<file path="src/rtl/pe_issue_queue.sv">
// pe_issue_queue: FIFO of host ops issued one at a time to the PE, returning each result or a timeout pulse.
module pe_issue_queue #(
  parameter int DATA_W  = 32,
  parameter int DEPTH   = 4,
  parameter int TIMEOUT = 16
) (
  input  logic                       clk,
  input  logic                       rst,
  input  logic                       in_valid,
  output logic                       in_ready,
  input  logic [DATA_W-1:0]          in_opcode_func,
  input  logic [DATA_W-1:0]          in_op1,
  input  logic [DATA_W-1:0]          in_op2,
  input  logic [DATA_W-1:0]          in_op3,
  output logic [DATA_W-1:0]          pe_opcode_func,
  output logic [DATA_W-1:0]          pe_op1,
  output logic [DATA_W-1:0]          pe_op2,
  output logic [DATA_W-1:0]          pe_op3,
  output logic                       pe_valid_in,
  input  logic [DATA_W-1:0]          pe_result_out,
  input  logic                       pe_result_valid,
  output logic                       out_valid,
  output logic [DATA_W-1:0]          out_result,
  output logic                       out_timeout,
  output logic [$clog2(DEPTH):0]     count
);
  localparam int AW = $clog2(DEPTH);
  localparam int CW = AW + 1;
  localparam int TW = $clog2(TIMEOUT);
  typedef enum logic {IDLE, WAIT} state_t;
  state_t state_q, state_d;
  logic [4*DATA_W-1:0] mem_q [DEPTH];
  logic [4*DATA_W-1:0] pe_word_q, pe_word_d;
  logic [AW-1:0] wr_q, rd_q;
  logic [CW-1:0] count_q, count_d;
  logic [TW-1:0] timer_q, timer_d;
  logic [DATA_W-1:0] out_result_q, out_result_d;
  logic pe_valid_q, out_valid_q, out_timeout_q;
  logic push, pop, done_res, done_to;
  assign in_ready = count_q != CW'(DEPTH);
  assign push = in_valid && in_ready;
  assign pop = state_q == IDLE && count_q != '0;
  assign done_res = state_q == WAIT && pe_result_valid;
  // a result on the final timer edge takes priority over the timeout
  assign done_to = state_q == WAIT && !pe_result_valid && timer_q == TW'(TIMEOUT - 1);
  always_ff @(posedge clk)
    if (push) mem_q[wr_q] <= {in_opcode_func, in_op1, in_op2, in_op3};
  always_ff @(posedge clk)
    if (rst) state_q <= IDLE;
    else state_q <= state_d;
  always_comb
    state_d = pop ? WAIT : (done_res || done_to) ? IDLE : state_q;
  always_comb begin
    count_d = count_q + CW'(push) - CW'(pop);
    timer_d = (state_q == WAIT && !done_res && !done_to) ? timer_q + TW'(1) : '0;
    pe_word_d = pop ? mem_q[rd_q] : pe_word_q;
    out_result_d = done_res ? pe_result_out : out_result_q;
  end
  always_ff @(posedge clk)
    if (rst) begin
      wr_q <= '0;
      rd_q <= '0;
      count_q <= '0;
      timer_q <= '0;
      pe_word_q <= '0;
      out_result_q <= '0;
      pe_valid_q <= 1'b0;
      out_valid_q <= 1'b0;
      out_timeout_q <= 1'b0;
    end else begin
      wr_q <= wr_q + AW'(push);
      rd_q <= rd_q + AW'(pop);
      count_q <= count_d;
      timer_q <= timer_d;
      pe_word_q <= pe_word_d;
      out_result_q <= out_result_d;
      pe_valid_q <= pop;
      out_valid_q <= done_res;
      out_timeout_q <= done_to;
    end
  assign {pe_opcode_func, pe_op1, pe_op2, pe_op3} = pe_word_q;
  assign pe_valid_in = pe_valid_q;
  assign out_valid = out_valid_q;
  assign out_result = out_result_q;
  assign out_timeout = out_timeout_q;
  assign count = count_q;
endmodule

</file>
<file path="config.mk">
export PLATFORM = sky130hd
export DESIGN_NAME = pe_issue_queue
export DESIGN_NICKNAME = d
export VERILOG_FILES = /design/src/rtl/pe_issue_queue.sv
export SDC_FILE = /design/constraint.sdc
export NUM_CORES = 1
export LEC_CHECK = 0
export CAP_MARGIN = 15
export CORE_ASPECT_RATIO = 2
export CORE_MARGIN = 3
export CORE_UTILIZATION = 49
export DETAILED_ROUTE_END_ITERATION = 8
export GPL_TIMING_DRIVEN = 1
export PLACE_DENSITY = 0.75
export SLEW_MARGIN = 0
export SYNTH_ARGS = -nofsm -noshare
export SYNTH_HDL_FRONTEND = slang
export SYNTH_SLANG_ARGS = --single-unit
</file>
<file path="constraint.sdc">
create_clock -name clk -period 12.5 [get_ports clk]
set_input_delay 2.5 -clock clk [delete_from_list [all_inputs] [get_ports clk]]
set_output_delay 2.5 -clock clk [all_outputs]
set_load 0.005 [all_outputs]
</file>
==> out/summary.txt, run 1 <==
outcome: complete, no violations
CTS Root Cell: clkbuf_16
Congestion Overflow GR: 0
first-pass GRT wire length: 76200 µm
top layer in use: met5
Hold WS: 0.455 ns
total power draw: 6.41 mW
Buf+Inv Stages, Crit Path: 3
R2R cell count: 5
Worst R2R End: mem_q[2][121]$_DFFE_PP_
Synth Area in XOR/XNOR: 0.00182
WP depth: 5
CP Capture Type: flop
clock buffer count from CTS: 55
multiplexer share of the synthesized area: 0.120
fmax: 203 MHz
Reg clk slew, reported paths: 0.07 ns
Reg2Reg Launch Point: count[1]$_SDFF_PP0_
Initial Util: 0.497
Layout Cells excl Fill: 2179
CTS resizes: 0
Die W: 163 µm
Seq/Total Area, Yosys: 0.786
I/O pin count: 331
CP arrival: 5.13 ns
max_slew headroom: 0.236
synthesized area: 0.0240 mm²
Syn. warnings: 0
final net count: 1660
post-route cell area: 0.0298 mm²
Crit Path Class: input pin to flop
Rows: 114
Worst Skew: 0.0113 ns
CP max stage delay: 0.88 ns
setup ws final: 7.57 ns
Syn Nets: 1325
Peak supply drop: 0.161 mV
Synth area leaders: edfxtp_1, dfxtp_1, mux4_2
share of layout cells above drive strength 1: 0.161
r2r setup slk: 9.29 ns
Int Pwr: 4.73 mW
Async S/R FF share, synth: 0
wl on met1: 18500 µm
cts hold-fix bufs: 0
Post-Place Cells: 2070
largest family of logic cells by synthesized area: multiplexers
RD Place Congestion: 0.750
ANT nets after route: 0
WP data required: 12.71 ns
routed wire length: 50100 µm
number of synthesized flops with an enable pin: 512
worst-margin pin slew: 1.15 ns
Slowest cell on crit path: buf_4
count of buffers from port buffering: 330
critical path's most frequent cell: buf_4
Synth Instances: 1155
register share of total power: 0.488
Final Hold Viols: 0
HPWL Detailed: 30100 µm
Area Overhead vs Synth: 24.1%
H-tree levels: 2
sw power: 1.67 mW
max-slew violations: 0
count leader, synth: edfxtp_1
iteration count of the initial detailed-routing pass: 5
clock power share: 0.280
crit share post-route: 0.394
CTS sink cnt: 687
Synth Area in Compound Gates: 0.0538
Cell Chain, Critical Path: clkdlybuf4s50_1 -> nand2_2 -> nor3b_4 -> buf_4 -> buf_4
CP startpoint kind: input pin
FILL cells: 3383
endpoints failing setup: 0
Commonest cells post-synth: edfxtp_1, dfxtp_1, a22o_1, mux4_2, nand2_1
DR DRC count: 0
Yosys top cell area share: 0.640
Worst Path Max Fanout: 67
die area: 0.0519 mm²
Period minus WS final: 4.93 ns
CP startpoint: in_valid
initial antenna violation count: 8
combinational share of power: 0.233
Sw Ratio: 0.261
post-CTS setup buffer count: 0
count of cell types in the netlist: 28
Seq cells post-synth: 687
Synth Area in Simple Gates: 0.0171
max cap viols: 0
routed wire length per instance: 23.0 µm
core area: 0.0484 mm²
HP Class: flop to flop
Post-Place Cell Area: 0.0279 mm²
final setup TNS: 0 ns
Skew-Pair Late Insertion Delay: 0.59 ns
number of global-route vias before repair: 12500
met2 WL: 26900 µm
post-synthesis adder-cell area fraction: 0.00344
DR WL met3: 2950 µm
Main synth FF type: edfxtp_1
CTS tree: done
Yosys top cell by area: edfxtp_1
RSZ-0062 raised after global routing: no
crit path to: mem_q[2][121]$_DFFE_PP_
Vias: 11900
power per cell area: 215 mW/mm²
largest net degree at the start of global routing: 79
pre-CTS setup slack: 6.93 ns
Max Root-Sink Buffers: 3
mean post-synth cell area: 20.8 µm²
1st-iter DRT viols: 697
Leak Pwr: 9.77 nW
Die Y-Extent: 319 µm
CP top delay family: buffers and inverters
via density per instance: 5.48
aggregate global-route resource usage: 0.193
post-layout util: 0.616
power groups by stage:
stage          combinational [mW]  clock, mW  sequential, mW
2_1_floorplan               0.860          0            3.11
3_3_place_gp                 1.49          0            3.17
3_5_place_dp                 1.52          0            3.18
4_1_cts                      1.52       1.84            3.13
5_1_grt                      1.61       1.92            3.17
6_report                     1.49       1.79            3.12
worst min-delay path by stage:
stage | startpoint | end | slack (ns) | cells past startpoint
floorplan | timer_q[0]$_SDFF_PP0_ | timer_q[0]$_SDFF_PP0_ | 0.42 | 1
detailed placement | timer_q[0]$_SDFF_PP0_ | timer_q[0]$_SDFF_PP0_ | 0.45 | 1
finish | out_result[21]$_SDFFE_PP0P_ | out_result[21]$_SDFFE_PP0P_ | 0.45 | 2
global route | out_result[1]$_SDFFE_PP0P_ | out_result[1]$_SDFFE_PP0P_ | 0.48 | 2
global placement | timer_q[0]$_SDFF_PP0_ | timer_q[0]$_SDFF_PP0_ | 0.43 | 1
CTS | out_result[15]$_SDFFE_PP0P_ | out_result[15]$_SDFFE_PP0P_ | 0.46 | 2
cells in the final DEF, fill, tap and decap left out, types with 2 or more instances in the layout:
cell type,count
a21oi_1,32
a22o_1,128
buf_4,15
bufinv_16,7
clkbuf_1,10
clkbuf_16,57
clkbuf_8,3
clkdlybuf4s50_1,330
clkinv_2,13
clkinv_4,3
clkinvlp_4,2
dfxtp_1,173
dfxtp_4,2
diode_2,5
edfxtp_1,512
ha_1,5
inv_1,4
inv_6,5
mux4_2,128
nand2_1,66
nand3_1,3
nor2_1,12
nor2b_1,3
nor3_2,2
nor3b_4,2
xnor2_1,3
xor2_1,2
cells by family (layout without fill, tap and decap cells):
| group | count (synthesis) | in the layout |
|---|---|---|
| simple gates | 96 | 96 |
| flops | 687 | 687 |
| other cells | 0 | 5 |
| xor+xnor | 5 | 5 |
| fa+ha+maj | 6 | 6 |
| buf+inv | 72 | 453 |
| mux | 128 | 128 |
| compound gates | 161 | 161 |
state kept, by name, summed over array words and instances (netlist names), 2 cells and up:
name        cells
timer_q         4
pe_word_q     128
wr_q            2
mem_q         512
count           3
out_result     32
rd_q            2
layout make-up:
cell class,instances,area (µm²),area share
sequential,687,18900,0.634
antenna,5,12.5,0.000420
inverter,4,15.0,0.000504
tap,638,798,0.0268
clock buffer,70,1510,0.0505
clock inverter,33,385,0.0129
timing repair buffer,346,3440,0.116
multi-input combinational,396,4760,0.160
worst min-delay path, stage by stage, from the launching register on:
cell and delay [ns]:
dfxtp_1 0.31, nand2_1 0.05, a21oi_1 0.05
layer usage:
layer  GRT usage  vias to the layer above
met5           0                        -
met4      0.0698                        6
met3      0.0393                       86
met2       0.347                      376
met1       0.229                     6122
li1            -                     5359
Power figures use the tool's default switching activity.
==> run 2, diff against run 1 <==
==> constraint.sdc (replaced) <==
create_clock -name clk -period 4.2 [get_ports clk]
set_input_delay 0.84 -clock clk [delete_from_list [all_inputs] [get_ports clk]]
set_output_delay 0.84 -clock clk [all_outputs]
set_load 0.005 [all_outputs]
==> run 2 against run 1 <==
Flip-flop and latch count is the same; power grew to 3.0 times the previous value; register-to-register slack lost 7.5 ns; clock power grew to 3.0 times the previous value; critical endpoint is now in_ready; critical path type is now flop to output pin; largest cell class unchanged; critical path depth shrank 3.
==> out/summary.txt, run 2 (same netlist as run 1, synthesis figures left out) <==
iteration count of the initial detailed-routing pass: 5 (unchanged)
CTS resizes: 0 (unchanged)
Int Pwr: 14.3 mW (+200%)
sw power: 4.94 mW (+200%)
register share of total power: 0.478 (-0.010)
Area Overhead vs Synth: 25.2%
Slowest cell on crit path: or3b_2
aggregate global-route resource usage: 0.198 (+0.00459)
max-slew violations: 0 (unchanged)
Rows: 114 (unchanged)
post-layout util: 0.622 (+0.00530)
Crit Path Class: flop to output pin
Sw Ratio: 0.256 (-0.00450)
Max Root-Sink Buffers: 3 (unchanged)
Skew-Pair Late Insertion Delay: 0.60 ns (about the same)
Die Y-Extent: 319 µm (unchanged)
CTS tree: done
Worst Path Max Fanout: 4 (-94%)
Layout Cells excl Fill: 2190 (+0.50%)
crit share post-route: 0.686
1st-iter DRT viols: 755 (+8.3%)
via density per instance: 5.50 (+0.26%)
CP max stage delay: 0.54 ns (-0.34 ns)
Vias: 12000 (+0.77%)
Post-Place Cells: 2076 (+0.29%)
H-tree levels: 2 (unchanged)
FILL cells: 3353 (-0.89%)
RSZ-0062 raised after global routing: no
HPWL Detailed: 31800 µm (+5.7%)
core area: 0.0484 mm² (unchanged)
die area: 0.0519 mm² (unchanged)
CP Capture Type: output pin
max reg flops: 512 (unchanged)
max_slew headroom: 0.290 (+0.0536)
largest net degree at the start of global routing: 85 (+7.6%)
RD Place Congestion: 0.755 (+0.68%)
CTS sink cnt: 687 (unchanged)
Leak Pwr: 9.85 nW (+0.78%)
DR DRC count: 0 (unchanged)
post-CTS setup buffer count: 0 (unchanged)
Reg clk slew, reported paths: 0.07 ns (about the same)
Congestion Overflow GR: 0 (unchanged)
Peak supply drop: 0.464 mV (+190%)
final net count: 1666 (+0.36%)
final setup TNS: 0 ns (unchanged)
WP data required: 3.36 ns (-9.35 ns)
Worst Skew: 0.0151 ns (+0.00376 ns)
CP startpoint kind: flop
commonest non-fill, non-tap cell in the layout: edfxtp_1
cts hold-fix bufs: 0 (unchanged)
most frequent cells in the layout: edfxtp_1, clkdlybuf4s50_1, dfxtp_1
initial antenna violation count: 11 (+3)
Final Hold Viols: 0 (unchanged)
routed wire length: 50900 µm (+1.7%)
clock power share: 0.283 (+0.003)
max cap viols: 0 (unchanged)
I/O pin count: 331 (unchanged)
ANT nets after route: 0 (unchanged)
Initial Util: 0.497 (unchanged)
CP arrival: 2.04 ns (-3.09 ns)
HP Class: flop to flop
clock buffer count from CTS: 56 (+1.8%)
CP top delay family: simple AND/OR/NAND/NOR gates
Buf+Inv Stages, Crit Path: 1 (-2)
worst-margin pin slew: 1.06 ns (-0.0830 ns)
count of buffers from port buffering: 330 (unchanged)
CTS Root Cell: clkbuf_16
number of global-route vias before repair: 12900 (+2.9%)
combinational share of power: 0.240 (+0.007)
endpoints failing setup: 0 (unchanged)
Die W: 163 µm (unchanged)
Cell Chain, Critical Path: or3b_2 -> clkdlybuf4s50_1
first-pass GRT wire length: 78000 µm (+2.4%)
power per cell area: 641 mW/mm² (+200%)
Period minus WS final: 2.88 ns
outcome: complete, no violations
fmax: 347 MHz
share of layout cells above drive strength 1: 0.160 (-0.000730)
Most flops, register: mem_q
routed wire length per instance: 23.2 µm (+1.2%)
## run 2: cell types whose count changed in the layout (fill, tap and decap cells not counted), sizes merged
cell | previous run | this run
clkbuf | 70 | 75
clkinvlp | 3 | 4
inv | 9 | 6
clkinv | 18 | 15
buf | 16 | 21
bufinv | 7 | 9
diode | 5 | 9
## run 2: worst paths after layout
check / startpoint / endpoint / slack, ns / depth (start not counted)
worst max-delay path: count[2]$_SDFF_PP0_ / in_ready / 1.32 / 2
worst min-delay path: out_result[24]$_SDFFE_PP0P_ / out_result[24]$_SDFFE_PP0P_ / 0.46 / 2
worst max register to register: count[2]$_SDFF_PP0_ / count[2]$_SDFF_PP0_ / 1.74 / 10
worst min register to register: out_result[24]$_SDFFE_PP0P_ / out_result[24]$_SDFFE_PP0P_ / 0.46 / 2
## run 2: power groups by stage
stage / clock (mW) / combinational [mW] / sequential [mW]
2_1_floorplan: 0 / 2.58 / 9.16
3_3_place_gp: 0 / 4.62 / 9.30
3_5_place_dp: 0 / 4.71 / 9.35
4_1_cts: 5.59 / 4.73 / 9.23
5_1_grt: 5.84 / 4.98 / 9.32
6_report: 5.45 / 4.61 / 9.20
## run 2: through the flow
stage          power (mW)  hold slack (ns)  instance area, µm²  setup WS, ns
6_report             19.3            0.455               30100          1.32
5_1_grt              20.1            0.474               30000          1.25
4_1_cts              19.5            0.456               30000          1.28
3_5_place_dp         14.1            0.447               28100          1.24
3_3_place_gp         13.9            0.427               28100          1.23
2_1_floorplan        11.7            0.418               24100        -0.403
## run 2: cell type report
type	instances	area, µm²	area share
diodes	9	22.5	0.000749
well taps	638	798	0.0266
multi-input cells	396	4780	0.159
repair buffers	351	3620	0.121
flip-flops and latches	687	18900	0.628
clock buffers	75	1550	0.0517
inverters	4	15.0	0.000500
clock inverters	30	383	0.0127
## run 2: worst reg2reg max path: stages (launching register included)
cell	delay [ns]
dfxtp_1	0.40
or3b_2	0.54
nand2_8	0.13
ha_1	0.23
inv_1	0.06
ha_1	0.13
inv_1	0.05
fa_1	0.40
xor2_1	0.16
and2_1	0.16
nor3_1	0.12
## run 2: layer usage
| layer | part of all wire | global-route usage | up-vias |
|---|---|---|---|
| met2 | 0.54 | 0.350 | 342 |
| met5 | 0.00061 | 0 | - |
| met4 | 0.035 | 0.0790 | 4 |
| met1 | 0.37 | 0.233 | 6219 |
| li1 | - | - | 5375 |
| met3 | 0.058 | 0.0448 | 101 |
==> run 3, diff against run 2 <==
--- a/config.mk
+++ b/config.mk
@@ -8,10 +8,10 @@
 export CAP_MARGIN = 15
 export CORE_ASPECT_RATIO = 2
 export CORE_MARGIN = 3
-export CORE_UTILIZATION = 49
+export CORE_UTILIZATION = 50
 export DETAILED_ROUTE_END_ITERATION = 8
 export GPL_TIMING_DRIVEN = 1
-export PLACE_DENSITY = 0.75
+export PLACE_DENSITY = 0.74
 export SLEW_MARGIN = 0
 export SYNTH_ARGS = -nofsm -noshare
 export SYNTH_HDL_FRONTEND = slang
==> constraint.sdc (replaced) <==
create_clock -name clk -period 2.8 [get_ports clk]
set_input_delay 0.56 -clock clk [delete_from_list [all_inputs] [get_ports clk]]
set_output_delay 0.56 -clock clk [all_outputs]
set_load 0.005 [all_outputs]
==> run 3 against run 2 <==
Sequential share of layout area fell by 0.55 points; power rose by 50%; critical path depth did not move; cell count rose by 0.55%; global-route usage fell by 0.075 points; flip-flop and latch count did not move.
==> out/summary.txt, run 3 (same netlist as run 1, synthesis figures left out) <==
initial antenna violation count: 9 (-2)
crit share post-route: 0.863
total power draw: 28.9 mW (+50%)
setup ws final: 0.383 ns (-0.937 ns)
Peak supply drop: 0.882 mV (+90%)
worst-margin pin slew: 0.617 ns (-0.446 ns)
Worst Path Max Fanout: 6 (+2)
Rows: 113 (-0.88%)
CTS resizes: 0 (unchanged)
Worst Skew: 0.0174 ns (+0.00234 ns)
routed wire length per instance: 22.9 µm (-1.5%)
clock buffer count from CTS: 57 (+1.8%)
CP startpoint kind: flop
endpoints failing setup: 0 (unchanged)
largest net degree at the start of global routing: 106 (+25%)
WP data required: 2.24 ns (-1.12 ns)
Crit Path Class: flop to output pin
Most flops, register: mem_q
Area Overhead vs Synth: 26.3%
max cap viols: 0 (unchanged)
layer with the highest usage: met2
CP arrival: 1.86 ns (-0.18 ns)
count of buffers from port buffering: 330 (unchanged)
ANT nets after route: 0 (unchanged)
iteration count of the initial detailed-routing pass: 6 (+1)
met3 usage: 0.0458 (+0.000912)
commonest non-fill, non-tap cell in the layout: edfxtp_1
CP max stage delay: 0.49 ns (-0.05 ns)
power per cell area: 953 mW/mm² (+49%)
pre-CTS setup slack: 0.240 ns (-1.00 ns)
H-tree levels: 2 (unchanged)
HPWL Detailed: 32100 µm (+0.91%)
RSZ-0062 raised after global routing: no
Final Hold Viols: 0 (unchanged)
met2 Track Usage GR: 0.354 (+0.00419)
CP top delay family: buffers and inverters
combinational share of power: 0.247 (+0.007)
most frequent cells in the layout: edfxtp_1, clkdlybuf4s50_1, dfxtp_1
final setup TNS: 0 ns (unchanged)
met1 usage: 0.228 (-0.00441)
cts hold-fix bufs: 0 (unchanged)
CTS tree: done
sw power: 7.46 mW (+51%)
number of global-route vias before repair: 12800 (-1.2%)
register share of total power: 0.476 (-0.002)
Vias: 12100 (+0.19%)
Slowest cell on crit path: clkdlybuf4s50_1
final net count: 1685 (+1.1%)
share of layout cells above drive strength 1: 0.171 (+0.0109)
clock power share: 0.277 (-0.006)
max_slew headroom: 0.589 (+0.299)
I/O pin count: 331 (unchanged)
CTS Root Cell: clkbuf_16
Buf+Inv Stages, Crit Path: 1 (unchanged)
via density per instance: 5.48 (-0.35%)
max-slew violations: 0 (unchanged)
Die W: 161 µm (-0.97%)
CTS sink cnt: 687 (unchanged)
Congestion Overflow GR: 0 (unchanged)
outcome: complete, no violations
core area: 0.0475 mm² (-1.8%)
aggregate global-route resource usage: 0.197 (-0.000747)
Die Y-Extent: 316 µm (-0.99%)
fmax: 414 MHz
post-CTS setup buffer count: 0 (unchanged)
RD Place Congestion: 0.781 (+3.3%)
CP Capture Type: output pin
max reg flops: 512 (unchanged)
die area: 0.0509 mm² (-1.9%)
routed wire length: 50400 µm (-0.96%)
DR DRC count: 0 (unchanged)
Sw Ratio: 0.258 (+0.00149)
1st-iter DRT viols: 715 (-5.3%)
Reg clk slew, reported paths: 0.06 ns (about the same)
Int Pwr: 21.4 mW (+50%)
HP Class: flop to flop
Max Root-Sink Buffers: 3 (unchanged)
Cell Chain, Critical Path: or3b_4 -> clkdlybuf4s50_1
Skew-Pair Late Insertion Delay: 0.60 ns (about the same)
Period minus WS final: 2.42 ns
first-pass GRT wire length: 76500 µm (-1.9%)
Initial Util: 0.506 (+0.00887)
Leak Pwr: 9.97 nW (+1.3%)
-- run 3: metal layers --
metal	share of wire	routed length, µm	vias up
met5	0.00052	26	-
met4	0.037	1870	4
li1	-	-	5424
met1	0.37	18600	6186
met2	0.54	27100	354
met3	0.056	2810	96
-- run 3: power by group through the flow --
stage	logic (mW)	registers (mW)	clock network [mW]
2_1_floorplan	3.86	13.7	0
3_3_place_gp	7.15	13.9	0
3_5_place_dp	7.28	14.0	0
4_1_cts	7.31	13.8	8.22
5_1_grt	7.67	13.9	8.61
6_report	7.13	13.8	8.00
-- run 3: path summary, 6_finish.rpt --
| kind | startpoint | end | slack [ns] | depth (start not counted) |
|---|---|---|---|---|
| worst max-delay path | count[1]$_SDFF_PP0_ | in_ready | 0.38 | 2 |
| worst min-delay path | timer_q[0]$_SDFF_PP0_ | timer_q[0]$_SDFF_PP0_ | 0.45 | 1 |
| worst max register to register | count[1]$_SDFF_PP0_ | count[2]$_SDFF_PP0_ | 0.46 | 10 |
| worst min register to register | timer_q[0]$_SDFF_PP0_ | timer_q[0]$_SDFF_PP0_ | 0.45 | 1 |
-- run 3: worst register-to-register path, cell delays in order, from the launching register on --
cell and delay (ns):
dfxtp_2 0.36, nor3_2 0.40, nor2_1 0.12, ha_1 0.31
inv_1 0.06, ha_1 0.13, inv_1 0.05, fa_1 0.40
xor2_1 0.16, and2_1 0.16, nor3_1 0.11
-- run 3: cell type report --
| cell class | count | area (µm²) |
|---|---|---|
| Inverter | 4 | 15.0 |
| Clock buffer | 77 | 1590 |
| Antenna cell | 8 | 20.0 |
| Fill cell | 3345 | 17200 |
| Multi-Input combinational cell | 396 | 4770 |
| Sequential cell | 687 | 18900 |
| Timing Repair Buffer | 369 | 3950 |
| Clock inverter | 29 | 307 |
| Tap cell | 632 | 791 |
-- run 3: per-stage QoR --
stage,utilization,instance area (µm²),hold slack (ns),instances
2_1_floorplan,-,24100,0.418,1155
3_3_place_gp,0.598,28400,0.426,2088
3_5_place_dp,0.598,28400,0.447,2088
4_1_cts,0.638,30300,0.456,2194
5_1_grt,0.638,30300,0.470,2199
6_report,0.638,30300,0.455,2202
